`src/rtl/multi_mode_ff_bank.sv`:
```
// Bank of independent flip-flop channels, each run-time selectable
// as D, T, JK or SR, with change pulses and sticky SR error flags.
module multi_mode_ff_bank #(
    parameter int               WIDTH     = 8,
    parameter int               SR_POLICY = 0,
    parameter logic [WIDTH-1:0] RESET_VAL = '0
) (
    input  logic             clk,
    input  logic             reset,
    input  logic [1:0]       mode,
    input  logic [WIDTH-1:0] en,
    input  logic [WIDTH-1:0] a,
    input  logic [WIDTH-1:0] b,
    input  logic             err_clr,
    output logic [WIDTH-1:0] Q,
    output logic [WIDTH-1:0] Q_bar,
    output logic [WIDTH-1:0] chg,
    output logic [WIDTH-1:0] err
);

    localparam logic [1:0] MODE_D  = 2'b00;
    localparam logic [1:0] MODE_T  = 2'b01;
    localparam logic [1:0] MODE_JK = 2'b10;
    localparam logic [1:0] MODE_SR = 2'b11;

    // Any policy other than 1 or 2 falls back to hold-and-flag.
    localparam bit SR_SET_DOM = (SR_POLICY == 1);
    localparam bit SR_RST_DOM = (SR_POLICY == 2);
    localparam bit SR_FLAG    = !(SR_SET_DOM || SR_RST_DOM);

    logic [WIDTH-1:0] q_q, q_d;
    logic [WIDTH-1:0] chg_q, chg_d;
    logic [WIDTH-1:0] err_q, err_d;
    logic [WIDTH-1:0] err_set;

    always_comb begin
        q_d     = q_q;
        err_set = '0;
        for (int i = 0; i < WIDTH; i++) begin
            if (en[i]) begin
                case (mode)
                    MODE_D:  q_d[i] = a[i];
                    MODE_T:  q_d[i] = q_q[i] ^ a[i];
                    MODE_JK: begin
                        case ({a[i], b[i]})
                            2'b01:   q_d[i] = 1'b0;
                            2'b10:   q_d[i] = 1'b1;
                            2'b11:   q_d[i] = ~q_q[i];
                            default: q_d[i] = q_q[i];
                        endcase
                    end
                    MODE_SR: begin
                        case ({a[i], b[i]})
                            2'b01:   q_d[i] = 1'b0;
                            2'b10:   q_d[i] = 1'b1;
                            2'b11: begin
                                if (SR_SET_DOM)
                                    q_d[i] = 1'b1;
                                else if (SR_RST_DOM)
                                    q_d[i] = 1'b0;
                                err_set[i] = SR_FLAG;
                            end
                            default: q_d[i] = q_q[i];
                        endcase
                    end
                    default: q_d[i] = q_q[i];
                endcase
            end
        end
    end

    always_comb begin
        chg_d = q_d ^ q_q;
        // A fresh error on the clearing edge must survive the clear.
        err_d = (err_clr ? '0 : err_q) | err_set;
    end

    always_ff @(posedge clk) begin
        if (reset) begin
            q_q   <= RESET_VAL;
            chg_q <= '0;
            err_q <= '0;
        end else begin
            q_q   <= q_d;
            chg_q <= chg_d;
            err_q <= err_d;
        end
    end

    assign Q     = q_q;
    assign Q_bar = ~q_q;
    assign chg   = chg_q;
    assign err   = err_q;

endmodule

```
`config.mk`:
```
export PLATFORM = sky130hd
export DESIGN_NAME = multi_mode_ff_bank
export DESIGN_NICKNAME = d
export VERILOG_FILES = /design/src/rtl/multi_mode_ff_bank.sv
export SDC_FILE = /design/constraint.sdc
export NUM_CORES = 1
export LEC_CHECK = 0
export ABC_AREA = 1
export CORE_ASPECT_RATIO = 1.75
export CORE_MARGIN = 2
export CORE_UTILIZATION = 44
export CTS_CLUSTER_SIZE = 14
export DETAILED_ROUTE_END_ITERATION = 7
export PLACE_DENSITY = 0.8
export SYNTH_ARGS = -nofsm -noshare
export SYNTH_HDL_FRONTEND = slang
export SYNTH_SLANG_ARGS = --single-unit
export TNS_END_PERCENT = 50
```
`constraint.sdc`:
```
create_clock -name clk -period 1.1 [get_ports clk]
set_input_delay 0.11 -clock clk [delete_from_list [all_inputs] [get_ports clk]]
set_output_delay 0.11 -clock clk [all_outputs]
set_load 0.02 [all_outputs]
```
==> results of run 1 <==
cells in the mapped netlist (2+ instances only):
cell      instances  share of area (%)
nand2_1          81                 19
inv_1            44                 10
nor2_1           32                7.3
dfxtp_1          24                 29
a21oi_1          20                6.1
ha_1             16                 12
nand3_1           9                2.7
a32oi_1           8                4.3
o21ai_0           3               0.92
buf_6             2                1.4
inv_4             2               0.76
nand2_4           2                1.4
nand3b_1          2               0.92
nor2_2            2               0.76
nor2_4            2                1.4
kinds of logic after synthesis:
group / Yosys count
adder cells (fa/ha/maj): 16
AO/OA/AOI/OAI: 32
AND/OR/NAND/NOR: 132
buffers and inverters: 51
flip-flops: 24
state kept, by name, indices dropped and copies added (netlist names):
signal	count
err	8
chg	8
Q	8
metrics by stage:
stage	hold slack [ns]	area (sq um)	setup slack, ns	util [%]
2_1_floorplan	0.179	1640	0.0334	-
3_3_place_gp	0.472	2570	-0.475	71.6
3_5_place_dp	0.476	2570	-0.543	71.6
6_report	0.283	2750	0.0108	76.6
4_1_cts	0.418	2680	-0.174	74.7
5_1_grt	0.336	2750	-0.0267	76.6
placed cells by master (no fill, tap or decap), types with 9 or more instances in the layout:
cell	n
nand2_1	73
buf_4	43
inv_1	36
nor2_1	28
dlygate4sd2_1	23
dfxtp_1	20
clkbuf_2	16
a21oi_1	12
ha_1	11
clkdlybuf4s50_1	10
inv_2	9
nand2_2	9
power groups by stage:
| stage | clock network (mW) | registers (mW) | logic (mW) |
|---|---|---|---|
| 2_1_floorplan | 0 | 1.03 | 0.348 |
| 3_3_place_gp | 0 | 0.964 | 0.839 |
| 3_5_place_dp | 0 | 0.964 | 0.859 |
| 4_1_cts | 0.625 | 0.944 | 0.846 |
| 5_1_grt | 0.663 | 0.950 | 0.996 |
| 6_report | 0.627 | 0.945 | 0.912 |
area by class of cell:
type	count	area [sq um]	area share, %
Timing Repair Buffer	108	872	31.7
Multi-Input combinational cell	180	1090	39.6
Sequential cell	24	485	17.6
Clock buffer	4	55.1	2.00
Inverter	47	186	6.77
Tap cell	46	57.6	2.09
Timing Repair inverter	1	6.26	0.227
worst min-delay path: stages:
cell and delay [ns]:
clkbuf_2 0.11, ha_1 0.14, a32oi_1 0.08, nor2_1 0.08
metal layers:
metal	vias up	GRT usage, %	wire, um
met5	-	0	0
met4	0	15.9	202
met3	19	2.14	217
met2	72	49.0	2940
met1	948	25.6	2110
li1	1008	-	-
worst max path at each step:
stage / startpoint / endpoint / slack [ns]
6_report: err[0] / err[0] / 0.01
5_1_grt: mode[0] / chg[1] / -0.03
4_1_cts: b[4] / chg[4] / -0.17
3_5_place_dp: b[0] / Q[0] / -0.54
2_1_floorplan: Q[3] / chg[3] / 0.03
3_3_place_gp: mode[1] / chg[1] / -0.48
timing repair:
action,CTS,global route
endpoints found under the setup margin,53,27
gates resized for setup,78,64
hold buffers,0,0
pin swaps,11,19
setup buffers,3,4
gates cloned,1,0
==> summary.md, run 1 <==
| Metric | Value |
|---|---|
| Status | finished clean |
| First-pass GRT wire length | 8420 um |
| Primary FF master, synth | dfxtp_1 |
| Die Area | 4250 sq um |
| Actual slew at the worst max-slew pin | 0.397 ns |
| RR Endpoint | chg[1] |
| Antenna cells | 0 |
| Die Wd | 50.2 um |
| Hold endpoint | err[6] |
| Routed vias/inst | 4.99 |
| Total CTS buffers | 3 |
| Antenna violations before repair | 0 |
| Gpl congestion | 0.842 |
| Seq/Total Area, Yosys | 29.3% |
| Port Buf Inserts | 60 |
| P_sw | 0.835 mW |
| All-layer global routing usage | 25.8% |
| Max stage delay on crit path | 0.36 ns |
| Flop pwr share | 38.0% |
| Final wirelength | 5470 um |
| Clock latency on the worst-skew pair | 0.27 ns |
| FILL cells | 253 |
| Pwr/cell area | 902 nW/um^2 |
| Hold depth | 4 |
| Synth unique cells | 21 |
| Levels on crit path | 1 |
| Fraction of registers with async set/reset | 0% |
| Vias | 2,047 |
| Sum Neg Setup Slack | 0 ns |
| Final Critical Period | 1.09 ns |
| Peak supply drop | 847 uV |
| Hold Crit Class | in2reg |
| CP max-delay cell | dfxtp_1 |
| Gate Count Post-Synth | 255 |
| Worst setup SP type | register |
| Hpwl dp | 3550 um |
| Pint | 1.65 mW |
| CTS tree | done |
| Clock sink count | 24 |
| Reg-to-reg setup timing slack | 0.07 ns |
| Drt first pass iters | 4 |
| Fmax | 0.918 GHz |
| Max Slew Vio Count | 0 |
| Max FO, Critical Path | 2 |
| Number of H-tree levels | 1 |
| Reg2Reg Depth | 7 |
| Post-synth EDFFs | 0 |
| Net Sw Frac | 33.6% |
| Worst Path Buf+Inv | 1 |
| Mapped cell area | 1640 sq um |
| Non-filler instance count after layout | 410 |
| Adder-Cell Fraction of Synth Area | 12.2% |
| Setup violators final | 0 |
| Placed insts | 398 |
| Avg Inst Size Synth | 6.43 sq um |
| Comb pwr share | 36.7% |
| Simple-gate share of the synthesized area | 33.8% |
| Post-synthesis mux area share | 0% |
| Largest family of logic cells by synthesized area | simple AND/OR/NAND/NOR gates |
| Worst Min Path Start | b[6] |
| IO Pins | 61 |
| Reg clk slew, reported paths | 0.09 ns |
| Pin count of the biggest net entering global routing | 14 |
| Routed len/inst | 13.3 um |
| Critical path data arrival time | 0.98 ns |
| Max-slew headroom | 73.5% |
| Worst path required time | 0.99 ns |
| Largest delay share family, worst path | flip-flops |
| Initial core utilization | 45.7% |
| Clk_skew | 0.00258 ns |
| Die extent in y | 84.8 um |
| Clock share of power | 25.2% |
| # DRC | 0 |
| CTS max path bufs | 2 |
| Share of cells above drive strength 1 | 32.7% |
| Cell Chain, Critical Path | dlygate4sd2_1 |
| Core ar. | 3590 sq um |
| Register bit total from synthesis | 24 |
| Vias in the first global route | 1,996 |
| Maxcap violations | 0 |
| R2r startpoint | Q[1] |
| Site row count | 29 |
| Clk root buf | clkbuf_8 |
| P&R area growth vs syn | 67.8% |
| Period Utilization, post-route | 99.0% |
| Starting DRT DRC Count | 68 |
| Synth Area in XOR/XNOR | 0% |
| GRT overflow | 0 |
| Compound-gate portion of the synthesized area | 11.6% |
| Crit path kind | reg2out |
| Final nets | 410 |
| Post-Synthesis Net Count | 300 |
| Crit end category | output pin |
| Leak Pwr | 1.51 nW |
| Pwr Total | 2.48 mW |
| Final Hold Fails | 0 |
| Synth Warn # | 0 |
| DRT antenna net count | 0 |
| RSZ-0062 raised after global routing | true |
Power figures use the tool's default switching activity.
==> run 2, diff against run 1 <==
--- a/config.mk
+++ b/config.mk
@@ -11,6 +11,7 @@
 export CORE_UTILIZATION = 44
 export CTS_CLUSTER_SIZE = 14
 export DETAILED_ROUTE_END_ITERATION = 7
+export GPL_ROUTABILITY_DRIVEN = 0
 export PLACE_DENSITY = 0.8
 export SYNTH_ARGS = -nofsm -noshare
 export SYNTH_HDL_FRONTEND = slang
==> results of run 2 <==
Final layout, timing and power as in run 1 (identical DEF).
==> run 3, diff against run 2 <==
--- a/config.mk
+++ b/config.mk
@@ -9,6 +9,7 @@
 export CORE_ASPECT_RATIO = 1.75
 export CORE_MARGIN = 2
 export CORE_UTILIZATION = 44
+export CTS_BUF_LIST = sky130_fd_sc_hd__clkbuf_4 sky130_fd_sc_hd__clkbuf_8 sky130_fd_sc_hd__clkbuf_16
 export CTS_CLUSTER_SIZE = 14
 export DETAILED_ROUTE_END_ITERATION = 7
 export GPL_ROUTABILITY_DRIVEN = 0
==> results of run 3 <==
Final layout, timing and power as in run 1 (identical DEF).
